## config.mk

```make
export PLATFORM = sky130hd
export DESIGN_NAME = ads1675_frame_tx
export DESIGN_NICKNAME = d
export VERILOG_FILES = /design/src/rtl/ads1675_pkg.sv /design/src/rtl/ads1675_sat.sv /design/src/rtl/ads1675_frame_tx.sv
export SDC_FILE = /design/constraint.sdc
export NUM_CORES = 1
export LEC_CHECK = 0
export ABC_CLOCK_PERIOD_IN_PS = 4600
export CAP_MARGIN = 10
export CORE_MARGIN = 3
export CORE_UTILIZATION = 53
export DETAILED_ROUTE_END_ITERATION = 8
export PLACE_DENSITY_LB_ADDON = 0.15
export REMOVE_ABC_BUFFERS = 1
export SKIP_CTS_REPAIR_TIMING = 1
export SLEW_MARGIN = 30
export SYNTH_ARGS = -nofsm -noshare
export SYNTH_HDL_FRONTEND = slang
export SYNTH_SLANG_ARGS = --single-unit
```

## constraint.sdc

```tcl
create_clock -name sclk -period 4.6 [get_ports sclk]
set_input_delay 1.15 -clock sclk [delete_from_list [all_inputs] [get_ports sclk]]
set_output_delay 1.15 -clock sclk [all_outputs]
set_load 0.01 [all_outputs]
```

## src/rtl/ads1675_pkg.sv

```systemverilog
// Shared ADS1675 constants, FSM encodings and the DW->SW signed saturation helper.
package ads1675_pkg;
    localparam int ADS_DW       = 32;
    localparam int ADS_SW       = 24;
    localparam int ADS_FRAME_2M = 48;
    localparam logic DRDY_ACTIVE = 1'b0;

    localparam logic [0:0] ST_IDLE = 1'b0;
    localparam logic [0:0] ST_RUN  = 1'b1;

    // Clamp to the SW-bit signed range when the dropped upper bits differ from the sign.
    function automatic logic [ADS_SW-1:0] ads_sat(input logic [ADS_DW-1:0] din);
        logic [ADS_DW-ADS_SW:0] hi;
        hi = din[ADS_DW-1:ADS_SW-1];
        if ((&hi) || (~|hi))
            ads_sat = din[ADS_SW-1:0];
        else if (din[ADS_DW-1])
            ads_sat = {1'b1, {(ADS_SW-1){1'b0}}};
        else
            ads_sat = {1'b0, {(ADS_SW-1){1'b1}}};
    endfunction
endpackage

```

## src/rtl/ads1675_sat.sv

```systemverilog
// Combinational signed saturation from DW to SW bits, shared with the capture-side checker.
module ads1675_sat #(
    parameter int DW = 32,
    parameter int SW = 24
) (
    input  logic [DW-1:0] din,
    output logic [SW-1:0] dout
);
    logic [DW-SW:0] hi;

    assign hi = din[DW-1:SW-1];

    always_comb begin
        if ((&hi) || (~|hi))
            dout = din[SW-1:0];
        else if (din[DW-1])
            dout = {1'b1, {(SW-1){1'b0}}};
        else
            dout = {1'b0, {(SW-1){1'b1}}};
    end
endmodule

```

## src/rtl/ads1675_frame_tx.sv

```systemverilog
// ADS1675 transmit emulator: AXIS samples serialised as DRDY/DOUT frames, one per FRAME sclk cycles.
// Define ADS1675_TX_RAMP_EN to add the ramp_en input and the internal ramp test-pattern source.
//
// state | meaning
// IDLE  | start low: counter parked at 0, drdy_n high, dout low
// RUN   | frames back to back; cnt is the bit position inside the current frame
module ads1675_frame_tx
    import ads1675_pkg::*;
#(
    parameter int DW    = ADS_DW,
    parameter int SW    = ADS_SW,
    parameter int FRAME = ADS_FRAME_2M
) (
    input  logic          sclk,
    input  logic          rst,
    input  logic          start,
    input  logic          cs_n,
`ifdef ADS1675_TX_RAMP_EN
    input  logic          ramp_en,
`endif
    input  logic          s_axis_tvalid,
    output logic          s_axis_tready,
    input  logic [DW-1:0] s_axis_tdata,
    input  logic          s_axis_tlast,
    output logic          drdy_n,
    output logic          dout,
    output logic          underflow,
    output logic [15:0]   underflow_cnt
);
    localparam int CW = $clog2(FRAME);

    if (FRAME < SW + 1) begin : g_frame_chk
        $error("ads1675_frame_tx: FRAME must be at least SW+1");
    end
    if (SW > DW) begin : g_width_chk
        $error("ads1675_frame_tx: SW must not exceed DW");
    end

    logic [0:0]    state;
    logic [CW-1:0] cnt;
    logic [SW-1:0] hold_q;
    logic          hold_vld;
    logic [SW-1:0] last_q;
    logic [SW-1:0] shreg;
    logic [SW-1:0] sat_val;
    logic [SW-1:0] frame_val;
    logic          frame_start;
    logic          accept;
    logic          ramp_on;
    logic          unused_tlast;

    assign unused_tlast = s_axis_tlast;

`ifdef ADS1675_TX_RAMP_EN
    logic [SW-1:0] ramp_q;

    assign ramp_on = ramp_en;

    always_ff @(posedge sclk or posedge rst) begin
        if (rst)
            ramp_q <= '0;
        else if (frame_start && ramp_en)
            ramp_q <= ramp_q + 1'b1;
    end
`else
    assign ramp_on = 1'b0;
`endif

    ads1675_sat #(.DW(DW), .SW(SW)) u_sat (
        .din  (s_axis_tdata),
        .dout (sat_val)
    );

    // Ready is forced low while rst is asserted, not just after the first clock.
    assign s_axis_tready = ~hold_vld & ~rst & ~ramp_on;
    assign accept        = s_axis_tvalid & s_axis_tready;
    assign frame_start   = (state == ST_RUN) && start && (cnt == '0);

    always_comb begin
        frame_val = hold_vld ? hold_q : last_q;
`ifdef ADS1675_TX_RAMP_EN
        if (ramp_en)
            frame_val = ramp_q;
`endif
    end

    always_ff @(posedge sclk or posedge rst) begin
        if (rst) begin
            hold_vld <= 1'b0;
            hold_q   <= '0;
        end else begin
            if (frame_start && !ramp_on)
                hold_vld <= 1'b0;
            if (accept) begin
                hold_q   <= sat_val;
                hold_vld <= 1'b1;
            end
        end
    end

    always_ff @(posedge sclk or posedge rst) begin
        if (rst) begin
            state         <= ST_IDLE;
            cnt           <= '0;
            drdy_n        <= ~DRDY_ACTIVE;
            dout          <= 1'b0;
            shreg         <= '0;
            last_q        <= '0;
            underflow     <= 1'b0;
            underflow_cnt <= '0;
        end else begin
            underflow <= 1'b0;
            case (state)
                ST_IDLE: begin
                    cnt    <= '0;
                    drdy_n <= ~DRDY_ACTIVE;
                    dout   <= 1'b0;
                    if (start)
                        state <= ST_RUN;
                end
                default: begin
                    if (!start) begin
                        state  <= ST_IDLE;
                        cnt    <= '0;
                        drdy_n <= ~DRDY_ACTIVE;
                        dout   <= 1'b0;
                    end else if (cnt == '0) begin
                        cnt    <= 1'b1;
                        drdy_n <= DRDY_ACTIVE;
                        dout   <= frame_val[SW-1] & ~cs_n;
                        shreg  <= {frame_val[SW-2:0], 1'b0};
                        last_q <= frame_val;
                        if (!hold_vld && !ramp_on) begin
                            underflow <= 1'b1;
                            if (underflow_cnt != 16'hFFFF)
                                underflow_cnt <= underflow_cnt + 16'd1;
                        end
                    end else begin
                        // Zeros shift in behind the sample, so bits SW..FRAME-1 go out as 0.
                        cnt    <= (cnt == CW'(FRAME - 1)) ? '0 : cnt + 1'b1;
                        drdy_n <= ~DRDY_ACTIVE;
                        dout   <= shreg[SW-1] & ~cs_n;
                        shreg  <= {shreg[SW-2:0], 1'b0};
                    end
                end
            endcase
        end
    end
endmodule

```

==> flow_summary.ini, run 1 <==
[worst_setup_path]
path_common_cell = clkdlybuf4s50_1
crit_fanout = 2
r2r_start = cnt[2]$_DFF_PP0_
slowest_stage = clkdlybuf4s50_1
rrSetupSlack_ns = 1.92
crit_start = rst
cpPeakStageDelay_ns = 0.56
crit_path_start_kind = input pin
crit_type = input pin to output pin
crit_required_ns = 3.45
cp.arrival_ns = 2.32
r2r_cells = 4
crit_chain = clkdlybuf4s50_1, nor2_1, clkdlybuf4s50_1
crit_end = s_axis_tready
timing.rr.end = last_q[5]$_DFFE_PP0P_
cp-end-kind = output pin

[synthesis]
yosys_warnings = 0
postSynthAreaPerCell_um2 = 10.3
synth.cell_area_mm2 = 0.00447
synth_cell_types = 39
netlist_instances = 433
ys_ff_latch = 98
synth_seq_area_share = 0.548

[layout]
final_common_cell = dfrtp_1
seqCellArea_mm2 = 0.00245
n_fill_cell = 661
n_antenna_cell = 0
nNetsFinal = 521
final_cell_mix = 97 x dfrtp_1, 56 x clkdlybuf4s50_1, 53 x nand2_1, 34 x nor2_1, 33 x a21oi_1
flow.area_growth_from_synthesis_pct = 18.4
drive_above_1_share = 0.124
fin_area_mm2 = 0.00530
multi_input_area_mm2 = 0.00189

[place]
place_area_mm2 = 0.00511
dp_hpwl_um = 5830
place.gp.congestion = 0.793
numPortBuffers = 56

[grt]
grt_pass1_wl_um = 15300
antenna_found_initial = 0
grt_remaining_overflow = 0
grt_max_degree = 51
grt_pass1_vias = 3289
grt_usage = 0.195

[die]
core-area_mm2 = 0.00797
rows = 32
dieArea_mm2 = 0.00958
die_y_um = 97.9
die_x_um = 97.9
ios = 58
initial_utilization = 0.562

[power]
switching_share = 0.303
clkPwrFrac = 0.212
power.density_mw_per_mm2 = 440
power_mw = 2.33
vdd_drop_max_uv = 254
seqPwrFrac = 0.539
pwr-share-comb = 0.249
power.switching_mw = 0.706
cellLeakagePower_nw = 2.30
internal_power_mw = 1.62

[cts]
htree_levels = 3
cts.clk_slew.worst_paths_ns = 0.09
cts_max_path_buffers = 2
cts_sinks = 98
cts_buffers = 9
cts-root-buf = clkbuf_8
cts_tree = built
clock_latency_ns = 0.36

[route]
drt_pre_antenna_iters = 5
antenna_left = 0
vias_per_cell = 5.61
dr_total_vias = 3293
finalWirelength_um = 8950
wl_per_cell_um = 15.2
drc = 0
first_iter_violations = 158

[status]
outcome = finished, final reports clean

[timing]
maxSlewViolCount = 0
rsz0062_at_grt = no
hold_viol_final = 0
setup_viol_count_final = 0
fin_crit_ns = 3.47
fin_skew_ns = 0.00945
fmax_mhz = 288
fin_setup_tns_ns = 0
max_slew_margin = 0.342
tightest_slew_ns = 0.985
fin_crit_sh = 0.754

[flow_run]
maxCapViolCount = 0

[min_path]
hp-class = flip-flop to flip-flop
-- flip-flops by register name, indices dropped and copies added (netlist names) --
register,flops
shreg,23
cnt,6
drdy_n,1
underflow,1
hold_q,24
hold_vld,1
state,1
underflow_cnt,16
dout,1
last_q,24
-- worst min path at each step --
stage	slack, ns	from	end	cells after the start
2_1_floorplan	0.44	shreg[4]$_DFFE_PP0P_	shreg[4]$_DFFE_PP0P_	1
3_3_place_gp	0.46	shreg[17]$_DFFE_PP0P_	shreg[17]$_DFFE_PP0P_	2
3_5_place_dp	0.47	shreg[17]$_DFFE_PP0P_	shreg[17]$_DFFE_PP0P_	2
4_1_cts	0.49	shreg[17]$_DFFE_PP0P_	shreg[17]$_DFFE_PP0P_	2
5_1_grt	0.52	shreg[3]$_DFFE_PP0P_	shreg[3]$_DFFE_PP0P_	1
6_report	0.49	shreg[17]$_DFFE_PP0P_	shreg[17]$_DFFE_PP0P_	2
-- worst max-delay path, delay by kind of cell --
family        cells  cell delay (ns)
simple gates      1             0.15
buf+inv           2             1.03
-- final cells by class --
class,instances,area share
repair buffers,64,0.120
multi-input cells,302,0.357
flip-flops and latches,98,0.463
well taps,102,0.0241
clock inverters,6,0.00614
inverters,5,0.00402
clock buffers,10,0.0260
-- Yosys cell counts --
| cell type | instances | area share |
|---|---|---|
| nor4_2 | 3 | 0.0084 |
| nor3b_1 | 3 | 0.0050 |
| inv_1 | 5 | 0.0042 |
| and2_1 | 2 | 0.0028 |
| a21o_1 | 5 | 0.0084 |
| and4_1 | 2 | 0.0039 |
| nand2_1 | 54 | 0.045 |
| nor2_2 | 1 | 0.0014 |
| mux2i_1 | 24 | 0.054 |
| nor2b_1 | 1 | 0.0014 |
| o31ai_1 | 1 | 0.0017 |
| nor3b_2 | 1 | 0.0028 |
| mux2_2 | 22 | 0.055 |
| a2111oi_0 | 1 | 0.0020 |
| o21ai_0 | 32 | 0.036 |
| buf_8 | 1 | 0.0034 |
| nand4_1 | 6 | 0.0084 |
| clkbuf_2 | 1 | 0.0011 |
| ha_1 | 3 | 0.0084 |
| buf_4 | 1 | 0.0017 |
| and3_2 | 2 | 0.0034 |
| xnor2_1 | 2 | 0.0039 |
| or4_4 | 1 | 0.0025 |
| or3_1 | 2 | 0.0028 |
| dfrtp_1 | 97 | 0.54 |
| nand3_1 | 24 | 0.027 |
| a211oi_1 | 4 | 0.0067 |
| and3_1 | 1 | 0.0014 |
| xor2_1 | 16 | 0.031 |
| o21ai_1 | 5 | 0.0056 |
| buf_2 | 1 | 0.0011 |
| nor4_1 | 9 | 0.013 |
| o21a_1 | 1 | 0.0017 |
| nor2_1 | 34 | 0.029 |
| dfstp_2 | 1 | 0.0059 |
| nor3_1 | 7 | 0.0078 |
| a21oi_1 | 33 | 0.037 |
| buf_6 | 2 | 0.0050 |
| clkbuf_1 | 22 | 0.018 |
-- logic make-up after synthesis --
logic type               count (synthesis)  synth area share
buffers and inverters                   33            0.0350
adder cells (fa/ha/maj)                  3           0.00839
AO/OA/AOI/OAI                           82            0.0987
flip-flops                              98             0.548
AND/OR/NAND/NOR                        153             0.165
multiplexers                            46             0.109
XOR/XNOR                                18            0.0352
-- stage by stage --
step / instances / setup slack [ns] / hold slack, ns / utilization
2_1_floorplan: 405 / 0.890 / 0.444 / -
3_3_place_gp: 571 / 1.20 / 0.456 / 0.642
3_5_place_dp: 571 / 1.16 / 0.469 / 0.642
4_1_cts: 587 / 1.16 / 0.490 / 0.663
5_1_grt: 587 / 1.10 / 0.516 / 0.665
6_report: 587 / 1.13 / 0.488 / 0.665
-- power groups by stage --
stage               Clock [mW]  Sequential [mW]  Combinational [mW]
floorplan                    0             1.26               0.395
global placement             0             1.26               0.567
detailed placement           0             1.27               0.586
CTS                      0.507             1.26               0.588
global route             0.546             1.29               0.666
finish                   0.494             1.26               0.581
-- layer usage --
layer / GRT usage / vias up / part of all wire
met4: 0.0501 / 0 / 0.0083
li1: - / 1605 / -
met5: 0 / - / 0
met2: 0.334 / 48 / 0.51
met3: 0.0450 / 9 / 0.028
met1: 0.250 / 1631 / 0.46
(Power assumes the default switching activity.)
==> run 2: changes to the inputs <==
Settings changed: ABC_CLOCK_PERIOD_IN_PS 4600 to 3000, CORE_UTILIZATION 53 to 50.
Clock period 4.6 ns to 3 ns, I/O delays scaled along.
==> flow_summary.ini, run 2 (synthesized netlist as in run 1, its figures left out) <==
[layout]
seqCellArea_mm2 = 0.00245
drive_above_1_share = 0.143
n_antenna_cell = 0
final_cell_mix = 97 x dfrtp_1, 56 x clkdlybuf4s50_1, 54 x nand2_1, 34 x nor2_1, 33 x a21oi_1
final_common_cell = dfrtp_1
top_regs = hold_q (24), last_q (24), shreg (23)
multi_input_area_mm2 = 0.00188
n_fill_cell = 668
flow.area_growth_from_synthesis_pct = 21.8
nNetsFinal = 534
fin_util = 0.644

[status]
outcome = finished, final reports clean

[timing]
setup_ws_ns = 0.398
hold_viol_final = 0
rsz0062_at_grt = no
fin_crit_ns = 2.60
fmax_mhz = 384
fin_crit_sh = 0.867
setup_viol_count_final = 0
max_slew_margin = 0.588
fin_skew_ns = 0.00829
fin_setup_tns_ns = 0
maxSlewViolCount = 0
tightest_slew_ns = 0.618

[worst_setup_path]
crit_type = input pin to output pin
path_common_cell = clkdlybuf4s50_1
slowest_stage = clkdlybuf4s50_1
cpPeakStageDelay_ns = 0.55
cp-end-kind = output pin
crit_fanout = 2
crit_chain = clkdlybuf4s50_1, nor2_1, clkdlybuf4s50_1
crit_path_start_kind = input pin
cp.arrival_ns = 1.85
crit_required_ns = 2.25
cp_top_family = buffers and inverters
cp_num_buf_inv = 2

[grt]
grt_max_degree = 36
grt_remaining_overflow = 0
grt_pass1_vias = 3304
grt_pass1_wl_um = 15600
grt_usage = 0.191
antenna_found_initial = 0

[die]
initial_utilization = 0.529
die_y_um = 101
rows = 33
die_x_um = 101
dieArea_mm2 = 0.0101
core-area_mm2 = 0.00846
ios = 58

[power]
cellLeakagePower_nw = 2.39
power_mw = 3.82
power.density_mw_per_mm2 = 702
vdd_drop_max_uv = 367

[cts]
cts_max_path_buffers = 2
cts_tree = built
cts.clk_slew.worst_paths_ns = 0.09
cts_sinks = 98
clock_latency_ns = 0.35
cts_buffers = 9
htree_levels = 3
cts-root-buf = clkbuf_8

[route]
dr_total_vias = 3324
finalWirelength_um = 8950
wl_per_cell_um = 14.8
drc = 0
antenna_left = 0
vias_per_cell = 5.51
drt_pre_antenna_iters = 6
first_iter_violations = 105

[flow_run]
maxCapViolCount = 0

[place]
pre_cts_slack_ns = 0.347
place.gp.congestion = 0.752
dp_hpwl_um = 6260
numPortBuffers = 56

[min_path]
hp-class = flip-flop to flip-flop
[run 2: changes by cell type in the layout (fill, tap and decap cells not counted)]
cell        delta
buf_4         +13
bufinv_16      +3
clkbuf_1       +1
clkbuf_8       -1
clkinv_2       -1
clkinvlp_4     -1
inv_4          -1
nand2_1        +1
nand2_2        -1
o21ai_2        +1
o21ai_4        -1
[run 2: area by class of cell]
cell class	count	area share
multi-input cells	302	0.345
repair buffers	77	0.134
clock buffers	10	0.0234
flip-flops and latches	98	0.450
inverters	5	0.00367
clock inverters	6	0.0193
well taps	105	0.0241
[run 2: final timing paths]
path | from | endpoint | slack [ns] | cells past startpoint
max in group asynchronous | rst | underflow_cnt[2]$_DFFE_PP0P_ | 1.60 | 3
min in group asynchronous | rst | dout$_DFF_PP0_ | 0.80 | 2
setup reg to reg | cnt[2]$_DFF_PP0_ | underflow_cnt[7]$_DFFE_PP0P_ | 0.68 | 5
setup / recovery | rst | s_axis_tready | 0.40 | 3
hold / removal | shreg[19]$_DFFE_PP0P_ | shreg[19]$_DFFE_PP0P_ | 0.48 | 2
hold reg to reg | shreg[19]$_DFFE_PP0P_ | shreg[19]$_DFFE_PP0P_ | 0.48 | 2
[run 2: worst reg2reg max path: stages (launching register included)]
cell and delay, ns:
dfrtp_1 0.44, or4_4 0.56, or3_1 0.54, buf_4 0.24
nor4_2 0.30, xor2_1 0.17
[run 2: stage by stage]
| stage | cells | hold WS (ns) | cell area, µm² |
|---|---|---|---|
| final | 603 | 0.480 | 5450 |
| after global placement | 587 | 0.455 | 5220 |
| after CTS | 603 | 0.486 | 5450 |
| after detailed placement | 587 | 0.466 | 5220 |
| after floorplan | 405 | 0.444 | 4340 |
| after global routing | 603 | 0.507 | 5450 |
[run 2: metal layers]
layer | global-route usage | vias to the layer above | wire [µm]
li1 | - | 1640 | -
met1 | 0.258 | 1626 | 4160
met2 | 0.316 | 49 | 4430
met3 | 0.0360 | 9 | 260
met4 | 0.0560 | 0 | 96
met5 | 0 | - | 0
[run 2: power by group]
part           internal (mW)  switching, mW  leakage (nW)  total (mW)
combinational          0.498          0.415          1.13       0.913
clock                  0.550          0.435         0.120       0.986
sequential              1.69          0.232          1.15        1.93
==> run 3: changes to the inputs <==
Settings changed: ABC_CLOCK_PERIOD_IN_PS 3000 to 2900, CORE_UTILIZATION 50 to 53.
Clock period 3 ns to 2.9 ns, I/O delays scaled along.
==> flow_summary.ini, run 3 (synthesized netlist as in run 1, its figures left out) <==
[die]
dieArea_mm2 = 0.00958
die_x_um = 97.9
ios = 58
initial_utilization = 0.562
die_y_um = 97.9
core-area_mm2 = 0.00797
rows = 32

[layout]
top_regs = hold_q (24), last_q (24), shreg (23)
final_cell_mix = 97 x dfrtp_1, 56 x clkdlybuf4s50_1, 54 x nand2_1, 34 x nor2_1, 33 x a21oi_1
n_antenna_cell = 0
drive_above_1_share = 0.132
flow.area_growth_from_synthesis_pct = 20.1
fin_area_mm2 = 0.00537
nNetsFinal = 528
fin_util = 0.674
final_common_cell = dfrtp_1

[route]
drt_pre_antenna_iters = 4
dr_total_vias = 3276
drc = 0
vias_per_cell = 5.52
wl_per_cell_um = 15.5
finalWirelength_um = 9230
first_iter_violations = 149
antenna_left = 0

[timing]
maxSlewViolCount = 0
setup_viol_count_final = 0
hold_viol_final = 0
fin_setup_tns_ns = 0
fin_crit_sh = 0.882
hold_slack_ns = 0.487
tightest_slew_ns = 0.723
fmax_mhz = 391
fin_skew_ns = 0.00984
fin_crit_ns = 2.56
max_slew_margin = 0.514
rsz0062_at_grt = no

[min_path]
hp-class = flip-flop to flip-flop
holdPathStages = 2

[place]
place.gp.congestion = 0.768
dp_hpwl_um = 6170
numPortBuffers = 56
place_area_mm2 = 0.00517

[worst_setup_path]
cp_num_buf_inv = 2
path_common_cell = clkdlybuf4s50_1
crit_end = s_axis_tready
cp_top_family = buffers and inverters
timing.rr.end = underflow_cnt[1]$_DFFE_PP0P_
crit_type = input pin to output pin
crit_start = rst
slowest_stage = clkdlybuf4s50_1
cpPeakStageDelay_ns = 0.55
crit_path_start_kind = input pin
crit_chain = clkdlybuf4s50_1, nor2_1, clkdlybuf4s50_1
crit_fanout = 2
cp_num_cells = 3
cp-end-kind = output pin
rrSetupSlack_ns = 0.65
crit_required_ns = 2.17
r2r_cells = 5
r2r_start = cnt[2]$_DFF_PP0_
cp.arrival_ns = 1.83

[power]
switching_share = 0.300
vdd_drop_max_uv = 417
power.switching_mw = 1.15
pwr-share-comb = 0.246
power.density_mw_per_mm2 = 715
cellLeakagePower_nw = 2.34
seqPwrFrac = 0.519
clkPwrFrac = 0.236
internal_power_mw = 2.69

[grt]
grt_max_degree = 99
grt_remaining_overflow = 0
antenna_found_initial = 0
grt_pass1_wl_um = 16100
grt_pass1_vias = 3315
grt_usage = 0.204

[flow_run]
maxCapViolCount = 0

[cts]
cts-root-buf = clkbuf_8
cts_tree = built
htree_levels = 3
cts.clk_slew.worst_paths_ns = 0.10
clock_latency_ns = 0.36
cts_sinks = 98
cts_buffers = 9
cts_max_path_buffers = 2

[status]
outcome = finished, final reports clean
==> run 3: cell count changes in the layout (fill, tap and decap cells not counted), sizes merged <==
| cell | before | now |
|---|---|---|
| clkbuf | 10 | 11 |
| clkinvlp | 0 | 2 |
| clkinv | 4 | 2 |
| buf | 21 | 15 |
| inv | 4 | 5 |
| bufinv | 3 | 1 |
==> run 3: final cells by class <==
class / count / area (µm²)
Clock buffer: 11 / 141
Clock inverter: 5 / 62.6
Fill cell: 633 / 2600
Inverter: 5 / 20.0
Multi-Input combinational cell: 302 / 1880
Sequential cell: 98 / 2450
Tap cell: 102 / 128
Timing Repair Buffer: 71 / 686
==> run 3: metal layers <==
| layer | up-vias | routed length [µm] | GRT usage |
|---|---|---|---|
| met4 | 0 | 91 | 0.0479 |
| li1 | 1617 | - | - |
| met1 | 1598 | 4020 | 0.266 |
| met2 | 51 | 4810 | 0.350 |
| met5 | - | 0 | 0 |
| met3 | 10 | 313 | 0.0429 |
==> run 3: stage by stage <==
stage          total power, mW  instances  setup WS (ns)
2_1_floorplan             2.62        405         -0.489
3_3_place_gp              2.91        578          0.341
3_5_place_dp              2.98        578          0.335
4_1_cts                   3.88        594          0.326
5_1_grt                   4.10        594          0.286
6_report                  3.84        594          0.342
==> run 3: worst register-to-register path: stages (launching register included) <==
cell	delay, ns
dfrtp_1	0.45
or4_4	0.57
or3_1	0.35
buf_4	0.20
nor2_1	0.21
mux2_2	0.36
==> run 3: worst min-delay path by stage <==
stage / startpoint / end
3_3_place_gp: shreg[17]$_DFFE_PP0P_ / shreg[17]$_DFFE_PP0P_
5_1_grt: shreg[16]$_DFFE_PP0P_ / shreg[16]$_DFFE_PP0P_
6_report: shreg[13]$_DFFE_PP0P_ / shreg[13]$_DFFE_PP0P_
2_1_floorplan: shreg[4]$_DFFE_PP0P_ / shreg[4]$_DFFE_PP0P_
4_1_cts: shreg[13]$_DFFE_PP0P_ / shreg[13]$_DFFE_PP0P_
3_5_place_dp: shreg[3]$_DFFE_PP0P_ / shreg[3]$_DFFE_PP0P_
==> run 3: power by group through the flow <==
stage / logic, mW / registers [mW] / clock network [mW]
after floorplan: 0.626 / 2.00 / 0
after global placement: 0.911 / 2.00 / 0
after detailed placement: 0.956 / 2.02 / 0
after CTS: 0.960 / 1.99 / 0.922
after global routing: 1.08 / 2.05 / 0.976
final: 0.943 / 1.99 / 0.906
